<file path="src/rtl/data_sram_axi_bridge.sv">
// Data-side SRAM-to-AXI4 bridge: turns one memory-stage request into a single-beat
// AXI read or write and stalls the core until the result is held in DONE.
module data_sram_axi_bridge #(
  parameter int              ID_W   = 4,
  parameter logic [ID_W-1:0] AXI_ID = 4'd1
) (
  input  logic            clk,
  input  logic            rst,
  // core memory-stage side
  input  logic            data_sram_en,
  input  logic [3:0]      data_sram_wen,
  input  logic [31:0]     data_sram_addr,
  input  logic [31:0]     data_sram_wdata,
  output logic [31:0]     data_sram_rdata,
  output logic            d_stall,
  input  logic            cpu_stall,
  // AXI read address
  output logic [ID_W-1:0] arid,
  output logic [31:0]     araddr,
  output logic [7:0]      arlen,
  output logic [2:0]      arsize,
  output logic [1:0]      arburst,
  output logic            arvalid,
  input  logic            arready,
  // AXI read data
  input  logic [ID_W-1:0] rid,
  input  logic [31:0]     rdata,
  input  logic [1:0]      rresp,
  input  logic            rlast,
  input  logic            rvalid,
  output logic            rready,
  // AXI write address
  output logic [ID_W-1:0] awid,
  output logic [31:0]     awaddr,
  output logic [7:0]      awlen,
  output logic [2:0]      awsize,
  output logic [1:0]      awburst,
  output logic            awvalid,
  input  logic            awready,
  // AXI write data
  output logic [31:0]     wdata,
  output logic [3:0]      wstrb,
  output logic            wlast,
  output logic            wvalid,
  input  logic            wready,
  // AXI write response
  input  logic [ID_W-1:0] bid,
  input  logic [1:0]      bresp,
  input  logic            bvalid,
  output logic            bready
);

  typedef enum logic [2:0] {
    IDLE,
    RD_ADDR,
    RD_DATA,
    WR_REQ,
    WR_RESP,
    DONE
  } state_e;

  state_e      state_q, state_d;
  logic [31:0] addr_q, addr_d;
  logic [31:0] wdata_q, wdata_d;
  logic [3:0]  wstrb_q, wstrb_d;
  logic [31:0] rdata_q, rdata_d;
  logic        aw_ok_q, aw_ok_d;
  logic        w_ok_q, w_ok_d;
  logic        aw_done;
  logic        w_done;

  // Response IDs/status are not acted on; only one transaction is ever in flight.
  logic unused_inputs;
  assign unused_inputs = ^{rid, rresp, rlast, bid, bresp};

  assign arid    = AXI_ID;
  assign awid    = AXI_ID;
  assign arlen   = 8'd0;
  assign awlen   = 8'd0;
  assign arsize  = 3'b010;
  assign awsize  = 3'b010;
  assign arburst = 2'b01;
  assign awburst = 2'b01;
  assign wlast   = 1'b1;
  assign araddr  = {addr_q[31:2], 2'b00};
  assign awaddr  = {addr_q[31:2], 2'b00};
  assign wdata   = wdata_q;
  assign wstrb   = wstrb_q;

  assign data_sram_rdata = rdata_q;
  assign d_stall         = data_sram_en & (state_q != DONE);

  always_ff @(posedge clk or negedge rst) begin
    if (!rst) begin
      state_q <= IDLE;
      addr_q  <= '0;
      wdata_q <= '0;
      wstrb_q <= '0;
      rdata_q <= '0;
      aw_ok_q <= 1'b0;
      w_ok_q  <= 1'b0;
    end else begin
      state_q <= state_d;
      addr_q  <= addr_d;
      wdata_q <= wdata_d;
      wstrb_q <= wstrb_d;
      rdata_q <= rdata_d;
      aw_ok_q <= aw_ok_d;
      w_ok_q  <= w_ok_d;
    end
  end

  always_comb begin
    state_d = state_q;
    addr_d  = addr_q;
    wdata_d = wdata_q;
    wstrb_d = wstrb_q;
    rdata_d = rdata_q;
    aw_ok_d = aw_ok_q;
    w_ok_d  = w_ok_q;
    arvalid = 1'b0;
    rready  = 1'b0;
    awvalid = 1'b0;
    wvalid  = 1'b0;
    bready  = 1'b0;
    aw_done = 1'b0;
    w_done  = 1'b0;

    case (state_q)
      IDLE: begin
        if (data_sram_en) begin
          addr_d = data_sram_addr;
          if (|data_sram_wen) begin
            wdata_d = data_sram_wdata;
            wstrb_d = data_sram_wen;
            state_d = WR_REQ;
          end else begin
            state_d = RD_ADDR;
          end
        end
      end

      RD_ADDR: begin
        arvalid = 1'b1;
        if (arready) state_d = RD_DATA;
      end

      RD_DATA: begin
        rready = 1'b1;
        if (rvalid) begin
          rdata_d = rdata;
          state_d = DONE;
        end
      end

      WR_REQ: begin
        awvalid = ~aw_ok_q;
        wvalid  = ~w_ok_q;
        // A channel counts as done if it completed earlier or handshakes this cycle.
        aw_done = aw_ok_q | awready;
        w_done  = w_ok_q | wready;
        if (aw_done && w_done) begin
          aw_ok_d = 1'b0;
          w_ok_d  = 1'b0;
          state_d = WR_RESP;
        end else begin
          aw_ok_d = aw_done;
          w_ok_d  = w_done;
        end
      end

      WR_RESP: begin
        bready = 1'b1;
        if (bvalid) state_d = DONE;
      end

      DONE: begin
        // Hold the result until the whole pipeline is free to advance.
        if (!cpu_stall) state_d = IDLE;
      end

      default: state_d = IDLE;
    endcase
  end

endmodule

</file>
<file path="config.mk">
export PLATFORM = sky130hd
export DESIGN_NAME = data_sram_axi_bridge
export DESIGN_NICKNAME = d
export VERILOG_FILES = /design/src/rtl/data_sram_axi_bridge.sv
export SDC_FILE = /design/constraint.sdc
export NUM_CORES = 1
export LEC_CHECK = 0
export BUFFER_PORTS_ARGS = -buffer_cell sky130_fd_sc_hd__buf_2
export CAP_MARGIN = 20
export CELL_PAD_IN_SITES_DETAIL_PLACEMENT = 0
export CELL_PAD_IN_SITES_GLOBAL_PLACEMENT = 2
export CORE_UTILIZATION = 27
export CTS_CLUSTER_DIAMETER = 50
export DETAILED_ROUTE_END_ITERATION = 8
export GPL_ROUTABILITY_DRIVEN = 0
export PLACE_DENSITY_LB_ADDON = 0.1
export REMOVE_ABC_BUFFERS = 1
export SKIP_CTS_REPAIR_TIMING = 1
export SLEW_MARGIN = 10
export SYNTH_ARGS = -nofsm -noshare
export SYNTH_HDL_FRONTEND = slang
export SYNTH_SLANG_ARGS = --single-unit
</file>
<file path="constraint.sdc">
create_clock -name clk -period 4.1 [get_ports clk]
set_input_delay 0.41 -clock clk [delete_from_list [all_inputs] [get_ports clk]]
set_output_delay 0.41 -clock clk [all_outputs]
set_load 0.01 [all_outputs]
</file>
==> results of run 1 <==
-- area by class of cell --
cell class	instances	area [sq um]	area share (%)
Sequential cell	103	2580	44.0
Multi-Input combinational cell	169	1480	25.3
Timing Repair Buffer	244	1230	21.1
Tap cell	220	275	4.70
Clock buffer	13	260	4.44
Clock inverter	3	25.0	0.427
Inverter	1	3.75	0.0641
-- power by group --
part	internal [mW]	total (mW)	switching, mW
registers	1.54	1.85	0.310
clock network	0.450	0.829	0.379
logic	0.999	1.92	0.917
-- worst max-delay path, stage by stage, from the launching register on --
cell	delay, ps
dfrtp_1	480
nor4b_4	420
o41a_2	800
mux2_2	410
-- layer usage --
| metal | track usage [%] | part of all wire, % | wire [microns] |
|---|---|---|---|
| met4 | 4.84 | 1.5 | 157 |
| met5 | 0 | 0 | 0 |
| met3 | 4.28 | 7.4 | 768 |
| met2 | 21.1 | 52 | 5410 |
| met1 | 14.1 | 39 | 4090 |
-- sequential cells by signal, summed over array words and instances, names as in the netlist --
signal,flops
addr_q,30
aw_ok_q,1
data_sram_rdata,32
state_q,3
w_ok_q,1
wdata,32
wstrb,4
-- cells by family (layout without fill, tap and decap cells) --
kind of cell	count (synthesis)	in the layout	share of synthesized area, %
buf+inv	83	261	13.6
mux	99	99	24.6
flops	103	103	56.8
simple gates	19	19	2.84
other cells	2	39	0.166
compound gates	12	12	2.01
-- how the worst min path moves through the flow --
stage / startpoint / endpoint / slack (ps) / depth (start not counted)
global placement: wdata[26] / wdata[26] / 470 / 1
floorplan: rst / addr_q[10] / 110 / 0
finish: rst / data_sram_rdata[9] / 130 / 1
global route: rst / data_sram_rdata[18] / 180 / 1
detailed placement: wdata[26] / wdata[26] / 470 / 1
CTS: rst / data_sram_rdata[18] / 150 / 1
-- stage by stage --
step                      total power [mW]  util (%)  setup slack (ps)  instances  hold WS [ps]
after CTS                             4.69      35.6              1820        753           155
after global placement                3.80      33.8              1870        737           466
after detailed placement              3.83      33.8              1830        737           474
after global routing                  4.92      35.6              1720        753           175
after floorplan                       2.91         -               799        273           114
final                                 4.59      35.6              1860        753           127
-- placed cells by master (no fill, tap or decap), types with 3 or more instances in the layout --
cell	count
buf_2	239
dfrtp_1	103
mux2_2	95
conb_1	39
clkbuf_16	9
buf_4	5
nor2_1	4
mux2_1	4
nor2b_1	3
nand2_1	3
==> impl_metrics.yaml, run 1 <==
status:
  status: "finished clean"
synthesis:
  ys_warn_count: 0
  ys_types: 30
  synth_common_cells: "dfrtp_1, mux2_2, buf_4, buf_2"
  synthMostInstantiatedCell: "dfrtp_1"
  ys_seq_elements: 103
  synth_area_sq_mm: 0.00454
  yosys.area.top_type: "dfrtp_1"
  avgSynthCellArea_sq_um: 14.3
  synth_seq_area_share_pct: 56.8
  synthTopCellsByArea: "dfrtp_1, mux2_2, buf_4"
  synth_edf_count: 0
  async_flop_share_pct: 100
  yosys.area.top_type_share_pct: 56.8
  synthFlopType: "dfrtp_1"
  synthCells: 318
route:
  wl_per_cell_microns: 13.9
  ant_nets: 0
  drt_iter0_markers: 97
  drt_pass1_iterations: 4
  num_vias: 3024
  drc: 0
  wl_mm: 10.4
  via_per_inst: 4.02
clocking:
  htree_levels: 3
  clock_latency_ps: 350
  cts_buffers: 9
  cts_root_buf: "clkbuf_16"
  cts_sinks: 103
  clk_pin_slew_ps: 70
  cts_tree: "built"
  clk_path_buf_depth: 2
place:
  placed_cell_area_sq_mm: 0.00557
  dpl.hpwl_mm: 7.92
  io_buffers: 240
layout:
  antenna_cells: 0
  fillCellCount: 1674
  nets: 650
  layout-drive-gt1-share_pct: 66.8
  syn2layout_area_growth_pct: 29.2
  design_area_sq_mm: 0.00586
timing:
  fmax_ghz: 0.447
  min_period_over_period_pct: 54.5
  slew_viol_final: 0
  tightest_slew_ps: 860
  finalHoldViolations: 0
  slew_headroom_pct: 42.7
  rsz0062_at_grt: "false"
  skew_ps: 5.49
  tns_ps: 0
  setup_violations: 0
  fin_crit_ps: 2240
grt:
  gr-total-overflow: 0
  grt_max_degree: 56
  grt_pass1_vias: 2944
  grt_antenna_before_repair: 0
  grt_usage_pct: 12.4
  grt_pass1_wl_mm: 16.3
critical_path:
  crit_path_end: "wdata[28]"
  rr_worst_depth: 3
  crit_arrival_ps: 2460
  worstSetupPathType: "reg2reg"
  reg2reg_slack_ps: 1860
  start_kind: "flip-flop"
  startpoint: "state_q[2]"
  required_ps: 4330
  reg2reg_to: "wdata[28]"
  worstSetupEndpointType: "flip-flop"
  r2r-start: "state_q[2]"
  cp_max_fo: 37
worst_hold_path:
  hold_class: "in2async"
floorplan:
  core_area_sq_mm: 0.0165
  die_h_microns: 132
  num_rows: 47
  start_util_pct: 27.5
  die_w_microns: 132
  dieArea_sq_mm: 0.0173
  num_io_pins: 295
run:
  maxCapViolCount: 0
pwr:
  leakage_nw: 2.94
  powerDensity_mw_per_mm2: 784
  ir_drop_mv: 0.335
(Power assumes the default switching activity.)
==> run 2, diff against run 1 <==
--- a/config.mk
+++ b/config.mk
@@ -5,11 +5,12 @@
 export SDC_FILE = /design/constraint.sdc
 export NUM_CORES = 1
 export LEC_CHECK = 0
+export ABC_AREA = 1
 export BUFFER_PORTS_ARGS = -buffer_cell sky130_fd_sc_hd__buf_2
 export CAP_MARGIN = 20
 export CELL_PAD_IN_SITES_DETAIL_PLACEMENT = 0
 export CELL_PAD_IN_SITES_GLOBAL_PLACEMENT = 2
-export CORE_UTILIZATION = 27
+export CORE_UTILIZATION = 22
 export CTS_CLUSTER_DIAMETER = 50
 export DETAILED_ROUTE_END_ITERATION = 8
 export GPL_ROUTABILITY_DRIVEN = 0
==> constraint.sdc (replaced) <==
create_clock -name clk -period 2.2 [get_ports clk]
set_input_delay 0.22 -clock clk [delete_from_list [all_inputs] [get_ports clk]]
set_output_delay 0.22 -clock clk [all_outputs]
set_load 0.01 [all_outputs]
==> run 2 against run 1 <==
Net effect:
- design area rose by 5.4%
- synthesized cell count rose by 75%
- global-route usage fell by 0.17 points
- clock skew rose by 4.4 ps
- synthesized area rose by 4.5%
- worst hold slack got worse by 29 ps
- final cell count rose by 38%
- core utilization fell by 6.3 points
- critical endpoint is now rready
- largest power group unchanged
- highest routed layer unchanged
==> impl_metrics.yaml, run 2 <==
layout:
  layout-drive-gt1-share_pct: 35.4
  nets: 882
  syn2layout_area_growth_pct: 30.3
  fillCellCount: 2313
  design_area_sq_mm: 0.00618
  layout_commonest_cell: "buf_2"
  layout_common_cells: "buf_2, nand2_1, dfrtp_1"
place:
  io_buffers: 240
  dpl.hpwl_mm: 9.67
  placed_cell_area_sq_mm: 0.00589
  pre_cts_ws_ps: 475
status:
  status: "finished clean"
grt:
  grt_antenna_before_repair: 1
  grt_busiest_layer: "met2"
  grt_pass1_wl_mm: 20.6
  grt_max_degree: 73
  grt_usage_pct: 12.2
  use_met1_pct: 15.2
  gr-total-overflow: 0
  use_met3_pct: 3.70
  grt_pass1_vias: 3791
  use_met2_pct: 19.8
synthesis:
  synth_seq_area_share_pct: 54.4
  ys_types: 17
  yosys.area.top_type_share_pct: 54.4
  synthMostInstantiatedCell: "nand2_1"
  synth_area_sq_mm: 0.00474
  synthCells: 557
  ys_seq_elements: 103
  synthFlopType: "dfrtp_1"
  synth_edf_count: 0
  synth_common_cells: "nand2_1, dfrtp_1, buf_4, nand3_1, inv_1"
  avgSynthCellArea_sq_um: 8.51
  synthTopCellsByArea: "dfrtp_1, nand2_1, buf_4"
  ys_warn_count: 0
  async_flop_share_pct: 100
  yosys.area.top_type: "dfrtp_1"
critical_path:
  required_ps: 1980
  crit_chain: "nor3_4, buf_4, buf_2"
  start_kind: "flip-flop"
  worstSetupPathType: "reg2out"
  worstSetupEndpointType: "output port"
  slowest_delay_ps: 540
  cp_max_fo: 23
  crit_arrival_ps: 1720
  path_buf_inv: 2
  crit_family: "flip-flops"
  crit_slowest_cell: "dfrtp_1"
route:
  drt_pass1_iterations: 4
  ant_nets: 0
  drc: 0
  wl_per_cell_microns: 13.0
  wl_mm: 13.5
  via_per_inst: 3.88
  num_vias: 4035
  drt_iter0_markers: 102
timing:
  skew_ps: 9.92
  slew_viol_final: 0
  setup_violations: 0
  rsz0062_at_grt: "false"
  finalHoldViolations: 0
  tightest_slew_ps: 611
  fmax_ghz: 0.516
  fin_crit_ps: 1940
  layout_setup_ws_ps: 262
  slew_headroom_pct: 59.3
  min_period_over_period_pct: 88.1
floorplan:
  num_rows: 53
  start_util_pct: 22.5
  dieArea_sq_mm: 0.0221
  die_h_microns: 149
  core_area_sq_mm: 0.0211
  die_w_microns: 149
  num_io_pins: 295
clocking:
  cts_tree: "built"
  cts_root_buf: "clkbuf_16"
  clock_latency_ps: 350
  clk_pin_slew_ps: 70
  cts_buffers: 9
  clk_path_buf_depth: 2
  cts_sinks: 103
  htree_levels: 3
worst_hold_path:
  hold_class: "in2reg"
run:
  maxCapViolCount: 0
pwr:
  powerDensity_mw_per_mm2: 1350
  p_total_mw: 8.32
  ir_drop_mv: 0.366
  leakage_nw: 3.67
-- run 2: final cells by class --
class / instances / area, sq um / area share (%)
well taps: 275 / 344 / 5.57
flip-flops and latches: 103 / 2580 / 41.7
diodes: 1 / 2.50 / 0.0405
clock inverters: 4 / 31.3 / 0.506
clock buffers: 12 / 246 / 3.99
multi-input cells: 343 / 1470 / 23.8
repair buffers: 253 / 1320 / 21.3
inverters: 50 / 188 / 3.04
-- run 2: logic make-up after synthesis --
logic type             after synthesis  share of synthesized area [%]
and+or+nand+nor                    264                           23.7
buffers and inverters              148                           17.5
DFF                                103                           54.4
AOI/OAI and AO/OA                   40                           4.22
other                                2                          0.158
-- run 2: tightest hold or removal path, cell delays in order --
cell and delay [ps]:
buf_2 90, inv_1 40, o21ai_1 60
-- run 2: power breakdown --
part	internal, mW	switching [mW]	total [mW]
clock	0.803	0.728	1.53
combinational	1.37	2.10	3.47
sequential	2.76	0.559	3.32
total	4.93	3.39	8.32
-- run 2: layer usage --
metal | vias to the layer above | part of all wire (%)
met5 | - | 0
met4 | 0 | 1.3
met3 | 10 | 8.3
met2 | 177 | 47
met1 | 1818 | 43
li1 | 2030 | -
-- run 2: metrics by stage --
step	std cells	hold WS (ps)	util (%)	setup TNS, ps
6_report	1041	98.4	29.3	0
5_1_grt	1040	91.5	29.3	0
4_1_cts	1039	-239	29.2	0
3_5_place_dp	1023	147	27.9	0
3_3_place_gp	1023	145	27.9	0
2_1_floorplan	496	-75.6	-	-13920
-- run 2: worst paths after layout --
| path | end | from | depth (start not counted) | slack, ps |
|---|---|---|---|---|
| setup / recovery | rready | state_q[2] | 3 | 260 |
| hold reg to reg | data_sram_rdata[11] | data_sram_rdata[11] | 2 | 470 |
| min in group asynchronous | wdata[9] | rst | 2 | 310 |
| setup reg to reg | addr_q[2] | state_q[2] | 6 | 500 |
| hold / removal | wdata[29] | data_sram_wdata[29] | 3 | 100 |
| max in group asynchronous | data_sram_rdata[3] | rst | 3 | 1160 |
==> run 3, diff against run 2 <==
--- a/config.mk
+++ b/config.mk
@@ -8,7 +8,7 @@
 export ABC_AREA = 1
 export BUFFER_PORTS_ARGS = -buffer_cell sky130_fd_sc_hd__buf_2
 export CAP_MARGIN = 20
-export CELL_PAD_IN_SITES_DETAIL_PLACEMENT = 0
+export CELL_PAD_IN_SITES_DETAIL_PLACEMENT = 1
 export CELL_PAD_IN_SITES_GLOBAL_PLACEMENT = 2
 export CORE_UTILIZATION = 22
 export CTS_CLUSTER_DIAMETER = 50
==> run 3 against run 2 <==
Net effect:
- maximum frequency is 1.1% lower
- core utilization increased by 0.095 points
- die area unchanged
- clock skew barely moved
- worst setup slack worse by 21 ps
- routed wire length up 6.3%
- global-route usage up 0.98 points
- register-to-register slack lost 20 ps
- sequential power is essentially flat
- critical path type unchanged
- critical endpoint unchanged
==> impl_metrics.yaml, run 3 (same netlist as run 2, synthesis figures left out) <==
status:
  status: "finished clean"
timing:
  fmax_ghz: 0.511
  rsz0062_at_grt: "false"
  fin_crit_ps: 1960
  layout_setup_ws_ps: 241
  skew_ps: 9.59
  finalHoldViolations: 0
  setup_violations: 0
  slew_viol_final: 0
  min_period_over_period_pct: 89.0
  whs_ps: 99.5
  slew_headroom_pct: 57.1
  tns_ps: 0
  tightest_slew_ps: 644
floorplan:
  num_rows: 53
  core_area_sq_mm: 0.0211
  die_h_microns: 149
  start_util_pct: 22.5
  dieArea_sq_mm: 0.0221
  die_w_microns: 149
  num_io_pins: 295
clocking:
  clk_path_buf_depth: 2
  cts_root_buf: "clkbuf_16"
  clock_latency_ps: 350
  cts_tree: "built"
  htree_levels: 3
  cts_buffers: 9
  clk_pin_slew_ps: 70
  cts_sinks: 103
grt:
  grt_usage_pct: 13.2
  gr-total-overflow: 0
  grt_pass1_vias: 4210
  grt_max_degree: 73
  grt_antenna_before_repair: 1
  grt_pass1_wl_mm: 22.5
critical_path:
  reg2reg_slack_ps: 480
  reg2reg_to: "addr_q[29]"
  worstSetupEndpointType: "output port"
  rr_worst_depth: 6
  start_kind: "flip-flop"
  crit_arrival_ps: 1740
  crit_path_end: "rready"
  r2r-start: "state_q[2]"
  worstSetupPathType: "reg2out"
  startpoint: "state_q[2]"
  cp_max_fo: 23
  required_ps: 1980
route:
  ant_nets: 0
  num_vias: 4115
  wl_mm: 14.3
  via_per_inst: 3.96
  drt_pass1_iterations: 4
  drc: 0
  wl_per_cell_microns: 13.8
  drt_iter0_markers: 126
pwr:
  pwr-share-comb_pct: 41.3
  p_total_mw: 8.49
  switching_power_mw: 3.45
  p_int_mw: 5.04
  p_sw_share_pct: 40.6
  seq_power_share_pct: 39.2
  leakage_nw: 3.69
  ir_drop_mv: 0.373
  powerDensity_mw_per_mm2: 1370
  power.share.clock_pct: 19.4
layout:
  syn2layout_area_growth_pct: 30.8
  layout_commonest_cell: "buf_2"
  layout_common_cells: "buf_2, nand2_1, dfrtp_1"
  fin_util_pct: 29.4
  layout-drive-gt1-share_pct: 35.5
  layout.cells.non_filler: 1040
  nets: 882
  fillCellCount: 2601
  design_area_sq_mm: 0.00620
place:
  placed_cell_area_sq_mm: 0.00589
  placedCellCount: 1023
  dpl.hpwl_mm: 10.4
  io_buffers: 240
  pre_cts_ws_ps: 452
worst_hold_path:
  hold_class: "in2reg"
run:
  maxCapViolCount: 0
==> run 3: cell types whose count changed in the layout (fill, tap and decap cells not counted) <==
cell / previous run / this run
clkinvlp_4: 3 / 1
bufinv_16: 0 / 1
clkbuf_1: 2 / 1
inv_6: 0 / 1
==> run 3: area by class of cell <==
cell class	count	area [sq um]	area share [%]
sequential	103	2580	41.6
tap	275	344	5.55
antenna	1	2.50	0.0404
clock inverter	4	55.1	0.889
multi-input combinational	343	1470	23.7
clock buffer	11	243	3.92
timing repair buffer	253	1320	21.2
inverter	50	188	3.03
==> run 3: critical path, stage by stage, from the launching register on <==
cell,delay (ps)
dfrtp_1,550
nor3_4,350
buf_4,310
buf_2,180
==> run 3: worst min path at each step <==
| stage | start | endpoint | slack (ps) | cells past startpoint |
|---|---|---|---|---|
| 2_1_floorplan | rst | addr_q[10] | -80 | 0 |
| 3_3_place_gp | rst | wdata[9] | 140 | 1 |
| 3_5_place_dp | rst | wdata[9] | 150 | 1 |
| 4_1_cts | rst | wdata[9] | -240 | 1 |
| 5_1_grt | rdata[23] | data_sram_rdata[23] | 90 | 3 |
| 6_report | data_sram_wdata[3] | wdata[3] | 100 | 3 |
==> run 3: power by group through the flow <==
| stage | combinational (mW) | clock, mW | sequential [mW] |
|---|---|---|---|
| finish | 3.51 | 1.65 | 3.33 |
| global route | 3.99 | 1.80 | 3.47 |
| CTS | 3.60 | 1.73 | 3.35 |
| detailed placement | 3.60 | 0 | 3.38 |
| global placement | 3.54 | 0 | 3.34 |
| floorplan | 1.27 | 0 | 3.84 |
==> run 3: layer usage <==
metal	vias to the layer above	global-route usage [%]	share of wire, %
met1	1912	16.3	43
li1	2025	-	-
met4	0	4.29	1.3
met2	166	21.8	47
met3	12	3.91	8.1
met5	-	0	0
